[src/rtl/sort4_seq_ctrl.sv]
// Four-operand ascending sorter built around one shared compare-exchange unit (5 steps per sort).
// Optional SORT4_SWAPCNT_EN adds a swap_cnt output reporting the swaps of the last finished sort.
module sort4_seq_ctrl #(
    parameter int WIDTH = 8
) (
    input  logic             clk,
    input  logic             reset,
    input  logic             start,
    input  logic [WIDTH-1:0] a,
    input  logic [WIDTH-1:0] b,
    input  logic [WIDTH-1:0] c,
    input  logic [WIDTH-1:0] d,
    output logic             busy,
    output logic             done,
    output logic [WIDTH-1:0] ra,
    output logic [WIDTH-1:0] rb,
    output logic [WIDTH-1:0] rc,
    output logic [WIDTH-1:0] rd
`ifdef SORT4_SWAPCNT_EN
    ,
    output logic [2:0]       swap_cnt
`endif
);

    typedef enum logic [1:0] {S_IDLE, S_RUN, S_DONE} state_t;

    state_t                 state_q;
    logic [2:0]             step_q;
    logic [3:0][WIDTH-1:0]  w_q;
    logic [3:0][WIDTH-1:0]  w_d;
    logic [3:0][WIDTH-1:0]  r_q;
    logic                   busy_q;
    logic                   done_q;
    logic [1:0]             i_sel;
    logic [1:0]             j_sel;
    logic [WIDTH-1:0]       x;
    logic [WIDTH-1:0]       y;
    logic                   swap;
`ifdef SORT4_SWAPCNT_EN
    logic [2:0]             cnt_q;
    logic [2:0]             swap_cnt_q;
`endif

    // Network order: (0,1) (2,3) (0,2) (1,3) (1,2)
    always_comb begin
        i_sel = 2'd1;
        j_sel = 2'd2;
        case (step_q)
            3'd0:    begin i_sel = 2'd0; j_sel = 2'd1; end
            3'd1:    begin i_sel = 2'd2; j_sel = 2'd3; end
            3'd2:    begin i_sel = 2'd0; j_sel = 2'd2; end
            3'd3:    begin i_sel = 2'd1; j_sel = 2'd3; end
            default: begin i_sel = 2'd1; j_sel = 2'd2; end
        endcase
        x    = w_q[i_sel];
        y    = w_q[j_sel];
        swap = (x > y);
        w_d  = w_q;
        if (swap) begin
            w_d[i_sel] = y;
            w_d[j_sel] = x;
        end
    end

    always_ff @(posedge clk or posedge reset) begin
        if (reset) begin
            state_q    <= S_IDLE;
            step_q     <= 3'd0;
            w_q        <= '0;
            r_q        <= '0;
            busy_q     <= 1'b0;
            done_q     <= 1'b0;
`ifdef SORT4_SWAPCNT_EN
            cnt_q      <= 3'd0;
            swap_cnt_q <= 3'd0;
`endif
        end else begin
            case (state_q)
                S_IDLE: begin
                    done_q <= 1'b0;
                    if (start) begin
                        w_q     <= {d, c, b, a};
                        step_q  <= 3'd0;
                        busy_q  <= 1'b1;
                        state_q <= S_RUN;
`ifdef SORT4_SWAPCNT_EN
                        cnt_q   <= 3'd0;
`endif
                    end
                end
                S_RUN: begin
                    w_q <= w_d;
`ifdef SORT4_SWAPCNT_EN
                    cnt_q <= cnt_q + {2'b00, swap};
`endif
                    if (step_q == 3'd4) begin
                        r_q     <= w_d;
                        done_q  <= 1'b1;
                        step_q  <= 3'd0;
                        state_q <= S_DONE;
`ifdef SORT4_SWAPCNT_EN
                        swap_cnt_q <= cnt_q + {2'b00, swap};
`endif
                    end else begin
                        step_q <= step_q + 3'd1;
                    end
                end
                S_DONE: begin
                    done_q <= 1'b0;
                    // A start seen during DONE chains straight into the next sort.
                    if (start) begin
                        w_q     <= {d, c, b, a};
                        step_q  <= 3'd0;
                        busy_q  <= 1'b1;
                        state_q <= S_RUN;
`ifdef SORT4_SWAPCNT_EN
                        cnt_q   <= 3'd0;
`endif
                    end else begin
                        busy_q  <= 1'b0;
                        state_q <= S_IDLE;
                    end
                end
                default: begin
                    busy_q  <= 1'b0;
                    done_q  <= 1'b0;
                    state_q <= S_IDLE;
                end
            endcase
        end
    end

    assign busy = busy_q;
    assign done = done_q;
    assign ra   = r_q[0];
    assign rb   = r_q[1];
    assign rc   = r_q[2];
    assign rd   = r_q[3];
`ifdef SORT4_SWAPCNT_EN
    assign swap_cnt = swap_cnt_q;
`endif

endmodule

[config.mk]
export PLATFORM = sky130hd
export DESIGN_NAME = sort4_seq_ctrl
export DESIGN_NICKNAME = d
export VERILOG_FILES = /design/src/rtl/sort4_seq_ctrl.sv
export SDC_FILE = /design/constraint.sdc
export NUM_CORES = 1
export LEC_CHECK = 0
export BUFFER_PORTS_ARGS = -buffer_cell sky130_fd_sc_hd__buf_4
export CORE_UTILIZATION = 24
export CTS_CLUSTER_SIZE = 14
export DETAILED_ROUTE_END_ITERATION = 6
export PLACE_DENSITY = 0.51
export REMOVE_ABC_BUFFERS = 1
export SYNTH_ARGS = -nofsm -noshare
export SYNTH_HDL_FRONTEND = slang
export SYNTH_SLANG_ARGS = --single-unit
[constraint.sdc]
create_clock -name clk -period 4.2 [get_ports clk]
set_input_delay 0.84 -clock clk [delete_from_list [all_inputs] [get_ports clk]]
set_output_delay 0.84 -clock clk [all_outputs]
set_load 0.05 [all_outputs]
* Word level (Yosys, flattened, before mapping) *
Index checks and enable logic that the tools add are counted.

cells by class
  add/sub/neg operators = 1
  $lt $le $gt $ge = 5
  eq/ne operators = 9
  multiplexer cells = 27
  bitwise logic cells = 1
  reductions and logical operators = 12

operators by type and width
  cell                                                  count
  bitwise mux 32 bit                                    2
  2-to-1 mux 32 bit                                     2
  one-hot mux 32 bit (2 select lines)                   1
  binary-select mux 8 bit (select 2 bit)                2
  demux 8 bit (select 2 bit)                            2
  2-to-1 mux 8 bit                                      4
  > comparator 8 bit                                    1
  one-hot mux 2 bit (2 select lines)                    2
  AND reduction 2 bit                                   4
  equality test 3 x 2 -> 1 bit (second input constant)  2
  < comparator 2 x 3 -> 1 bit (second input constant)   2
  2-to-1 mux 3 bit                                      2
  one-hot mux 2 bit (3 select lines)                    1
  one-hot mux 3 bit (2 select lines)                    1
  OR reduction 2 bit                                    3
  2-to-1 mux 1 bit                                      5
  >= comparator 2 x 1 -> 1 bit (second input constant)  2
  2-to-1 mux 2 bit                                      2
  != test 2 bit (second input constant)                 2
  adder 3 x 1 -> 3 bit (second input constant)          1
  equality test 3 x 1 -> 1 bit (second input constant)  1
  equality test 3 bit (second input constant)           1
  zero test 3 bit                                       1
  one-hot mux 1 bit (3 select lines)                    1
  other kinds (7)                                       8

word-level totals
  flip-flop bits (word level) = 71

* Logic depth before layout (Yosys ltp) *
  depth in word-level cells = 11
  mapped depth = 17
  gate-level depth less buffers = 14

* Worst setup path after synthesis *
Ideal clock, no wire load.

  path type = reg2reg
  start point = register step_q[0]
  end point = register w_q[9] in the netlist's numbering
  library setup time = 111 ps
  arrival = 3347 ps
  slack = 741 ps
  cell stages (with the launch flop) = 15
  buffers on the path = 1
  cells stage by stage = dfrtp_1 > ha_1 > ha_1 > inv_2 > and2_4 > buf_6 > mux4_2 > inv_1 > ha_1 > and4_1 > nand4_1 > o31a_2 > nand2_2 > o31a_1 > a222oi_1

between the ends
  longest elaborated chain between the ends = 11
  elaborated cells between the ends (all ways) = 27

RTL lines
  what                                                                                               line  text
  start, declared                                                                                    28    logic [2:0] step_q;
  start signal, assigned                                                                             105   step_q <= step_q + 3'd1;
  equality test 3 x 2 -> 1 bit or zero test 3 bit (tied branches)                                    48    case (step_q)
  OR reduction 2 bit (no source line)                                                                n/a
  one-hot mux 2 bit (2 select lines)                                                                 48
  < comparator 2 x 3 -> 1 bit (implied by the code) or >= comparator 2 x 1 -> 1 bit (tied branches)  60    w_d[i_sel] = y;
  logical AND 1 bit (implied by the code)                                                            60
  2-to-1 mux 8 bit (implied by the code)                                                             60
  demux 8 bit (select 2 bit)                                                                         60
  bitwise mux 32 bit                                                                                 60
  bitwise mux 32 bit                                                                                 61    w_d[j_sel] = x;
  2-to-1 mux 32 bit (*)                                                                              59    if (swap) begin
  one-hot mux 32 bit (2 select lines) (*)                                                            78    case (state_q)
  end signal, assigned                                                                               82    w_q <= {d, c, b, a};
  end signal, assigned                                                                               92    w_q <= w_d;
  end signal, assigned                                                                               112   w_q <= {d, c, b, a};
  end, declared                                                                                      29    logic [3:0][WIDTH-1:0] w_q;

Mark *: on every way between the ends. The rest lies on a longest branch, timed or not. The select of a mux whose other input is x is not followed.
A chain may end at the register's enable or synchronous reset.

* Worst setup path after layout *
Same ends and word-level chain as after synthesis.

==> summary.txt <==
share of cells above drive strength 1 - 24.0%
die area - 18400 sq um
ANT cells - 0
clock slew at reported path FFs - 0.05 ns
Setup TNS - 0 ns
Synth Flop Type - dfrtp_1
DP Area - 5160 sq um
Core Util, Final - 31.3%
Final ANT Viol Nets - 0
Total Routed Length - 16.1 mm
post-CTS setup buffers - 0
routing usage on met3 - 4.19%
EDFF count, synth - 0
CTS root buf - clkbuf_16
Gate Count Post-Synth - 463
final setup fails - 0
CTS Buffer Depth - 2
die span in x - 136 um
met2 Use GR - 28.8%
Synth warnings - 0
result of the run - completed
H-tree depth - 3
via-per-instance ratio - 5.35
FMAX - 0.252 GHz
largest net degree at the start of global routing - 41
sequential area share after synthesis - 41.5%
area grow syn2layout - 27.0%
Critical Path RT - 4.43 ns
Yosys cell types - 65
vias in the first global route - 4146
Starting Density - 24.7%
Final #Nets - 590
fin area - 5430 sq um
total I/O pin count - 69
Crit Path Max Fanout - 8
minimum period implied by the final worst setup slack - 3.96 ns
TritonCTS Buffers - 9
Rel. slew slack - 39.6%
Most Crowded Layer GR - met2
GR Util met1 - 25.6%
Initial DRT Pass Iterations - 6
first-pass GRT wire length - 25.0 mm
later-pin clock latency in the skew report - 0.34 ns
average size of a mapped cell - 9.24 sq um
GPL Wtd Cong - 0.899
async set-reset flop share out of synthesis - 100%
core area - 17400 sq um
fin. max-slew vios - 0
CTS tree - yes
r2r setup slk - 0.24 ns
WS Path Type - flip-flop to flip-flop
DRC violations left - 0
Rows - 48
grt ovf - 0
Fin Hold WS - 0.469 ns
Worst-Margin Slew - 0.904 ns
endpoint type of the worst setup path - flip-flop
wire per inst - 20.9 um
hold crit path type - flip-flop to flip-flop
RSZ-0062 raised after global routing - false
clk sink count - 71
synthesized area - 4280 sq um
Tcrit/Tclk final - 94.4%
port bufs - 68
Fin. Hold Viols - 0
maxcap violations - 0
crit start category - flip-flop
Post-DP HPWL - 12.4 mm
total track usage - 18.6%
synthesis-stage register bit count - 71
WP data arrival - 4.19 ns
die height - 136 um
skew final - 0.00704 ns
initial antenna violation count - 0
routed via count - 4124
1st-iter DRT viols - 422
==> synth_stat cells, types with 2 or more instances <==
cell type / number / area [sq um]
nor2b_1: 15 / 93.8
nor2_1: 43 / 161
inv_1: 20 / 75.1
a22oi_1: 8 / 60.1
nand2_1: 51 / 191
o31ai_1: 5 / 37.5
clkbuf_1: 17 / 63.8
a31oi_1: 2 / 12.5
a22o_1: 2 / 17.5
o22a_1: 4 / 35.0
nor3_2: 2 / 20.0
a311oi_1: 6 / 52.6
buf_2: 6 / 30.0
nand2b_1: 3 / 18.8
and3_1: 4 / 25.0
nand3_1: 7 / 35.0
nor3_1: 10 / 50.1
o31a_1: 3 / 26.3
a211oi_1: 24 / 180
o221ai_1: 6 / 52.6
inv_2: 4 / 15.0
and2_1: 2 / 12.5
a21oi_1: 24 / 120
mux2i_1: 22 / 220
a222oi_1: 9 / 90.1
dfrtp_1: 71 / 1780
a221o_1: 3 / 30.0
o21a_1: 4 / 30.0
ha_1: 13 / 163
o22ai_1: 13 / 81.3
buf_6: 2 / 22.5
o21ai_0: 18 / 90.1
a221oi_1: 8 / 70.1
==> path summary, 6_finish.rpt <==
| kind | startpoint | to | depth (start not counted) |
|---|---|---|---|
| max | step_q[0] | w_q[9] | 12 |
| min | ra[1] | ra[1] | 2 |
| max reg2reg | step_q[0] | w_q[9] | 12 |
| min reg2reg | ra[1] | ra[1] | 2 |
| max in group asynchronous | reset | rd[7] | 3 |
| min in group asynchronous | reset | rc[1] | 2 |
==> critical path, stage by stage (launching register included) <==
cell,delay [ns]
dfrtp_1,0.42
ha_1,0.22
ha_1,0.31
inv_2,0.16
nand2_1,0.15
a222oi_1,0.61
ha_1,0.35
and4_1,0.23
nand4_1,0.17
o31a_2,0.26
nand2_2,0.18
o31a_1,0.42
a222oi_1,0.36
==> routing by layer <==
metal | part of all wire [%] | wire (um) | up-vias
met5 | 0 | 0 | -
met3 | 7.2 | 1150 | 19
met1 | 46 | 7340 | 2056
met4 | 1.4 | 222 | 0
met2 | 46 | 7400 | 156
li1 | - | - | 1893
==> layout by cell type (no fill, tap or decap), drive strengths merged, types with 6 or more instances in the layout <==
| cell type | n |
|---|---|
| nand2 | 52 |
| o22ai | 13 |
| mux2i | 22 |
| inv | 24 |
| a21oi | 25 |
| dfrtp | 71 |
| clkbuf | 14 |
| a211oi | 24 |
| nand3 | 8 |
| nor2 | 44 |
| o31ai | 6 |
| buf | 94 |
| a221oi | 8 |
| o21ai | 19 |
| o221ai | 6 |
| nor2b | 15 |
| a22oi | 8 |
| a311oi | 6 |
| nor3 | 13 |
| ha | 13 |
| a222oi | 9 |
==> flip-flops by register name, summed over array words and instances (netlist names) <==
signal,flops
rb,8
ra,8
state_q,2
w_q,32
step_q,3
rd,8
done,1
busy,1
rc,8
==> metrics by stage <==
stage | instances | setup slack (ns)
after floorplan | 437 | 0.466
after global placement | 756 | 0.150
after detailed placement | 756 | 0.0832
after CTS | 771 | 0.0641
after global routing | 771 | 0.0108
final | 771 | 0.235
==> kinds of logic after synthesis <==
logic type | after synthesis | share of synthesized area (%)
fa+ha+maj | 13 | 3.80
buf+inv | 51 | 5.00
mux | 24 | 5.93
flops | 71 | 41.5
compound gates | 154 | 26.7
simple gates | 150 | 17.0
==> cell type report <==
| type | instances | area, sq um |
|---|---|---|
| clock inverters | 1 | 5.00 |
| multi-input cells | 341 | 2300 |
| flip-flops and latches | 71 | 1780 |
| inverters | 25 | 93.8 |
| repair buffers | 94 | 718 |
| fillers | 1822 | 11900 |
| well taps | 225 | 282 |
| clock buffers | 14 | 254 |
==> repair_timing <==
action	in CTS	in global routing
hold buffers	0	0
hold endpoints to repair	0	0
setup endpoints to repair	0	40
resized for setup	0	4
Power is left out: the tool's default activity adds up to more than one toggle a clock period on the data nets, which glitch-free logic cannot reach.
